<file path="config.mk">
export PLATFORM = sky130hd
export DESIGN_NAME = henc_stream_flat
export DESIGN_NICKNAME = d
export VERILOG_FILES = /design/src/rtl/henc_stream_pkg.sv /design/src/rtl/henc_stream_if.sv /design/src/rtl/henc_stream_core.sv /design/src/rtl/henc_stream.sv /design/src/flat_wrapper.sv
export SDC_FILE = /design/constraint.sdc
export NUM_CORES = 1
export LEC_CHECK = 0
export ABC_AREA = 1
export CORE_ASPECT_RATIO = 1.4
export CORE_UTILIZATION = 56
export DETAILED_ROUTE_END_ITERATION = 8
export PLACE_DENSITY = 0.85
export REMOVE_ABC_BUFFERS = 1
export SLEW_MARGIN = 0
export SYNTH_ARGS = -nofsm -noshare
export SYNTH_HDL_FRONTEND = slang
export SYNTH_SLANG_ARGS = --single-unit
export TNS_END_PERCENT = 20
</file>
<file path="constraint.sdc">
create_clock -name clk -period 3.88 [get_ports clk]
set_input_delay 1.164 -clock clk [delete_from_list [all_inputs] [get_ports clk]]
set_output_delay 1.164 -clock clk [all_outputs]
set_load 0.1 [all_outputs]
</file>
<file path="src/rtl/henc_stream_pkg.sv">
// Shared constants, state type and code-layout helpers for the SECDED(39,32) stream encoder.
// Layout: bit 0 is overall parity, Hamming parity at power-of-two positions, data elsewhere.
package henc_pkg;

  localparam int unsigned DATA_W = 32;
  localparam int unsigned CODE_W = 39;
  localparam int unsigned N_PAR  = 6;

  localparam int unsigned OVR_POS = 0;
  localparam int unsigned P1_POS  = 1;
  localparam int unsigned P2_POS  = 2;
  localparam int unsigned P4_POS  = 4;
  localparam int unsigned P8_POS  = 8;
  localparam int unsigned P16_POS = 16;
  localparam int unsigned P32_POS = 32;

  typedef enum logic [1:0] {
    EMPTY = 2'd0,
    ONE   = 2'd1,
    TWO   = 2'd2
  } state_t;

  function automatic logic is_par_pos(input int p);
    return (p == P1_POS) || (p == P2_POS) || (p == P4_POS) ||
           (p == P8_POS) || (p == P16_POS) || (p == P32_POS);
  endfunction

  // Data bit index carried at codeword position p (data fills non-parity slots in order).
  function automatic int data_idx(input int p);
    int n;
    n = 0;
    for (int q = 1; q < p; q++) begin
      if (!is_par_pos(q)) n++;
    end
    return n;
  endfunction

  function automatic logic [CODE_W-1:0] cover_mask(input int k);
    logic [CODE_W-1:0] m;
    m = '0;
    for (int p = 1; p < int'(CODE_W); p++) begin
      if (((p >> k) & 1) != 0) m = m | (CODE_W'(1) << p);
    end
    return m;
  endfunction

endpackage

</file>
<file path="src/rtl/henc_stream_if.sv">
// Input/output stream bundle of the SECDED encoder: upstream word + injection, downstream codeword.
interface henc_stream_if;
  import henc_pkg::*;

  logic              in_valid;
  logic              in_ready;
  logic [DATA_W-1:0] d_in;
  logic              inj_en;
  logic [CODE_W-1:0] inj_mask;
  logic              out_valid;
  logic              out_ready;
  logic [CODE_W-1:0] d_out;

  modport master (
    output in_valid, d_in, inj_en, inj_mask, out_ready,
    input  in_ready, out_valid, d_out
  );

  modport slave (
    input  in_valid, d_in, inj_en, inj_mask, out_ready,
    output in_ready, out_valid, d_out
  );

endinterface

</file>
<file path="src/rtl/henc_stream_core.sv">
// Combinational SECDED(39,32) encoder: Hamming parity over data positions, then overall parity.
module henc_core
  import henc_pkg::*;
(
  input  logic [DATA_W-1:0] d_in,
  output logic [CODE_W-1:0] codeword
);

  logic [CODE_W-1:0] data_map;
  logic [N_PAR-1:0]  par;
  logic [CODE_W-1:1] code_hi;

  assign data_map[OVR_POS] = 1'b0;

  for (genvar p = 1; p < CODE_W; p++) begin : g_pos
    if (is_par_pos(p)) begin : g_par
      localparam int unsigned K = $clog2(p);
      assign data_map[p] = 1'b0;
      assign code_hi[p]  = par[K];
    end else begin : g_dat
      localparam int unsigned DI = data_idx(p);
      assign data_map[p] = d_in[DI];
      assign code_hi[p]  = d_in[DI];
    end
  end

  for (genvar k = 0; k < N_PAR; k++) begin : g_chk
    assign par[k] = ^(data_map & cover_mask(k));
  end

  assign codeword = {code_hi, ^code_hi};

endmodule

</file>
<file path="src/rtl/henc_stream.sv">
// SECDED stream encoder with a 2-entry output/skid buffer, optional error injection
// and an accepted-word counter.
module henc_stream
  import henc_pkg::*;
#(
  parameter int unsigned CNT_W = 16
) (
  input  logic             clk,
  input  logic             rst_n,
  henc_stream_if.slave     bus,
  output logic [CNT_W-1:0] word_cnt
);

  state_t            state, state_nxt;
  logic              in_ready_r;
  logic [CODE_W-1:0] out_reg, skid_reg;
  logic [CODE_W-1:0] enc_word, new_word;
  logic              in_xfer, out_xfer;
  logic              load_out, load_skid, pop_skid;

  henc_core u_core (
    .d_in     (bus.d_in),
    .codeword (enc_word)
  );

  assign new_word = enc_word ^ (bus.inj_en ? bus.inj_mask : '0);
  assign in_xfer  = bus.in_valid && in_ready_r;
  assign out_xfer = (state != EMPTY) && bus.out_ready;

  always_comb begin
    state_nxt = state;
    load_out  = 1'b0;
    load_skid = 1'b0;
    pop_skid  = 1'b0;
    case (state)
      EMPTY: begin
        if (in_xfer) begin
          state_nxt = ONE;
          load_out  = 1'b1;
        end
      end
      ONE: begin
        // Simultaneous in/out: the new word goes straight into the output register.
        if (in_xfer && out_xfer) begin
          load_out = 1'b1;
        end else if (in_xfer) begin
          state_nxt = TWO;
          load_skid = 1'b1;
        end else if (out_xfer) begin
          state_nxt = EMPTY;
        end
      end
      TWO: begin
        if (out_xfer) begin
          state_nxt = ONE;
          pop_skid  = 1'b1;
        end
      end
      default: state_nxt = EMPTY;
    endcase
  end

  always_ff @(posedge clk) begin
    if (!rst_n) begin
      state      <= EMPTY;
      in_ready_r <= 1'b1;
      out_reg    <= '0;
      skid_reg   <= '0;
      word_cnt   <= '0;
    end else begin
      state      <= state_nxt;
      in_ready_r <= (state_nxt != TWO);
      if (load_out) begin
        out_reg <= new_word;
      end else if (pop_skid) begin
        out_reg <= skid_reg;
      end
      if (load_skid) skid_reg <= new_word;
      if (in_xfer)   word_cnt <= word_cnt + CNT_W'(1);
    end
  end

  assign bus.in_ready  = in_ready_r;
  assign bus.out_valid = (state != EMPTY);
  assign bus.d_out     = out_reg;

endmodule

</file>
<file path="src/flat_wrapper.sv">
// flat-port wrapper written by rule: the top's interface ports become plain ports
module henc_stream_flat import henc_pkg::*;
#(
  parameter int unsigned CNT_W = 16
)
  (clk, rst_n, word_cnt, bus_in_valid, bus_d_in, bus_inj_en, bus_inj_mask, bus_out_ready, bus_in_ready, bus_out_valid, bus_d_out);
  henc_stream_if bus_i ();
  input  logic clk;
  input  logic rst_n;
  output logic [CNT_W-1:0] word_cnt;
  input wire logic [$bits(bus_i.in_valid)-1:0] bus_in_valid;
  input wire logic [$bits(bus_i.d_in)-1:0] bus_d_in;
  input wire logic [$bits(bus_i.inj_en)-1:0] bus_inj_en;
  input wire logic [$bits(bus_i.inj_mask)-1:0] bus_inj_mask;
  input wire logic [$bits(bus_i.out_ready)-1:0] bus_out_ready;
  output wire logic [$bits(bus_i.in_ready)-1:0] bus_in_ready;
  output wire logic [$bits(bus_i.out_valid)-1:0] bus_out_valid;
  output wire logic [$bits(bus_i.d_out)-1:0] bus_d_out;
  assign bus_i.in_valid = bus_in_valid;
  assign bus_i.d_in = bus_d_in;
  assign bus_i.inj_en = bus_inj_en;
  assign bus_i.inj_mask = bus_inj_mask;
  assign bus_i.out_ready = bus_out_ready;
  assign bus_in_ready = bus_i.in_ready;
  assign bus_out_valid = bus_i.out_valid;
  assign bus_d_out = bus_i.d_out;
  henc_stream #(.CNT_W(CNT_W)) u_core (.clk(clk), .rst_n(rst_n), .bus(bus_i), .word_cnt(word_cnt));
endmodule
</file>
==> out/summary.txt <==
status = finished clean
adder-cell share of the synthesized area = 0.00206
Worst Tran Pin Value = 0.978 ns
Peak VDD IR = 282 uV
crit path DAT = 3.31 ns
r2r setup slk = 1.86 ns
initial antenna violation count = 0
GRT Total Usage = 0.292
Hold Path Class = reg2reg
Synth Area in Compound Gates = 0.105
WS Path Type = in2reg
CP Depth = 20
crit end category = flop
Crit Path Max Fanout = 7
largest net degree at the start of global routing = 43
total CTS buffers = 9
total setup buffers inserted after CTS = 0
n_diodes = 0
DP HPWL = 11900 um
TritonCTS clock tree = built
layout cells sized above 1 = 0.125
post-synth top area share = 0.319
die height = 125 um
syn_area_per_cell = 6.18 um^2
# resized after CTS = 0
Top Ports = 133
FMAX = 0.327 GHz
ys async rst share = 0
Min Clock Period, post-route = 3.06 ns
global route overflow = 0
hold path start = u_core.skid_reg[11]
First-pass DRT Iterations = 5
Die W = 90.1 um
Tot Pwr = 3320 uW
Area growth, synth to finish = 26.8%
root buffer cell = clkbuf_16
global-route wire length before repair = 26600 um
CTS H-tree depth = 3
Synth warnings = 0
CP Buf/Inv Count = 4
clock latency on the worst-skew pair = 0.35 ns
Most used DFF post-synth = dfxtp_1
mux cell area share after synthesis = 0.00165
ANT nets after route = 0
DR DRC count = 0
Max Cap Viol = 0
placer congestion estimate = 0.962
post-route clock period utilization = 0.789
reg2reg path depth = 13
Worst Skew = 0.00585 ns
max-slew violation count = 0
Synth cell types = 38
vias in the first global route = 5822
crit path to = u_core.skid_reg[0]
startpoint types = input port
CTS Buffer Depth = 2
die area = 11300 um^2
Sinks on Clock Net = 97
CP startpoint = bus_d_in[24]
WP data required = 4.13 ns
Synth area leaders = dfxtp_1 (32%), nand2_1 (27%), xor2_1 (6.0%)
Via-to-Cell Ratio = 5.15
P_leak = 0.00366 uW
Slowest-stage cell, CP = clkdlybuf4s50_1
number of synthesized flops with an enable pin = 0
post-synthesis sequential area ratio = 0.319
Nets = 1177
relative slew slack = 0.346
cells after synthesis = 984
largest family of logic cells by synthesized area = simple AND/OR/NAND/NOR gates
RSZ-0062 raised after global routing = no
Core Region = 10500 um^2
Worst-path clk slew = 0.07 ns
Routed WL per cell = 13.2 um
Largest delay share family, worst path = simple AND/OR/NAND/NOR gates
setup TNS = 0 ns
Setup Viol. Count Final = 0
most used cell, CP = nand2_1
CP cell instances = clkdlybuf4s50_1, inv_2, nand2_1, nand2_1, nand2_1, nand2_1, nand2_1, nand3_1, nand2_1, nand2_1, nand2_1, nand3_1, nand2_1, nand2_1, nand2_1, inv_1, nand2_2, nand3_1, nand2_1, inv_1
via count = 6403
DRT Wirelength = 16400 um
WHS = 0.454 ns
Post-Synth Simple-Gate Area = 0.398
Post-Syn Area = 6080 um^2
Core Rows = 44
initial core utilization = 0.581
Synth Register Bits = 97
# hold bufs at CTS = 0
Iter 0 DRT Violations = 333
worst reg2reg path startpoint = u_core.bus.in_ready
Final Hold Fails = 0
crit-path max cell delay = 0.62 ns
Cell Pwr Density = 431 nW/um^2
cell taking the most area after synthesis = dfxtp_1
port buffer count = 132
xor/xnor share of the synthesized area = 0.0860
Worst R2R End = u_core.word_cnt[14]
==> worst register-to-register path: cells and delay by family (launching register included) <==
kind | cells | cell delay, ns
DFF | 1 | 0.35
buffers and inverters | 2 | 0.16
and+or+nand+nor | 11 | 1.40
==> synth_stat cells (3+ instances only) <==
master,number
buf_1,3
inv_1,78
xor2_1,42
nand2_1,433
nand3_2,5
nand2_4,4
o21ai_0,23
nor3_1,8
nand2_2,31
nand3_1,38
a31oi_1,21
clkbuf_1,28
nor2_1,49
inv_2,21
a311oi_1,12
o21bai_1,3
xnor2_1,14
o211ai_1,3
buf_2,5
dfxtp_1,97
nand4_1,3
a21oi_1,44
==> cell type report <==
type / count / area, um^2
repair buffers: 143 / 1310
clock inverters: 7 / 77.6
inverters: 101 / 379
flip-flops and latches: 97 / 1940
multi-input cells: 748 / 3610
fillers: 947 / 2750
well taps: 138 / 173
clock buffers: 9 / 225
==> through the flow <==
stage	setup WS, ns	cell area, um^2	cells	utilization
floorplan	0.718	5930	946	-
global placement	0.528	7410	1227	0.708
detailed placement	0.494	7410	1227	0.708
CTS	0.826	7710	1243	0.737
global route	0.514	7710	1243	0.737
finish	0.819	7710	1243	0.737
==> power breakdown <==
group          switching, uW  total [uW]  leakage (uW)  internal [uW]
Combinational            894        1270       0.00271            378
Sequential              46.0        1120      0.000792           1070
Clock                    418         926      0.000152            508
==> cell families after synthesis <==
kind of cell / Yosys count
fa+ha+maj: 1
xor+xnor: 58
compound gates: 109
simple gates: 579
buf+inv: 139
flops: 97
mux: 1
==> worst min-delay path by stage <==
stage,end,slack (ns),cells after the start
finish,u_core.skid_reg[11],0.45,2
global route,u_core.skid_reg[19],0.48,2
CTS,u_core.skid_reg[35],0.46,2
detailed placement,u_core.skid_reg[35],0.44,2
global placement,u_core.skid_reg[19],0.43,2
floorplan,u_core.skid_reg[11],0.42,2
==> metal layers <==
| metal | global-route usage | part of all wire | vias up |
|---|---|---|---|
| met5 | 0 | 0 | - |
| li1 | - | - | 3295 |
| met3 | 0.0499 | 0.056 | 38 |
| met4 | 0.132 | 0.032 | 0 |
| met1 | 0.331 | 0.40 | 2871 |
| met2 | 0.532 | 0.52 | 199 |
==> layout by cell type, fill, tap and decap left out, types with 8 or more instances in the layout <==
| cell | n |
|---|---|
| inv_1 | 78 |
| nor2_1 | 49 |
| a311oi_1 | 12 |
| inv_2 | 21 |
| nand2_2 | 31 |
| xor2_1 | 42 |
| clkdlybuf4s50_1 | 88 |
| nand3_1 | 38 |
| nor3_1 | 8 |
| dfxtp_1 | 97 |
| xnor2_1 | 14 |
| o21ai_0 | 23 |
| buf_4 | 54 |
| nand2_1 | 433 |
| a21oi_1 | 44 |
| clkbuf_16 | 9 |
| a31oi_1 | 21 |
Note: power is estimated with default switching activity, not from simulation.
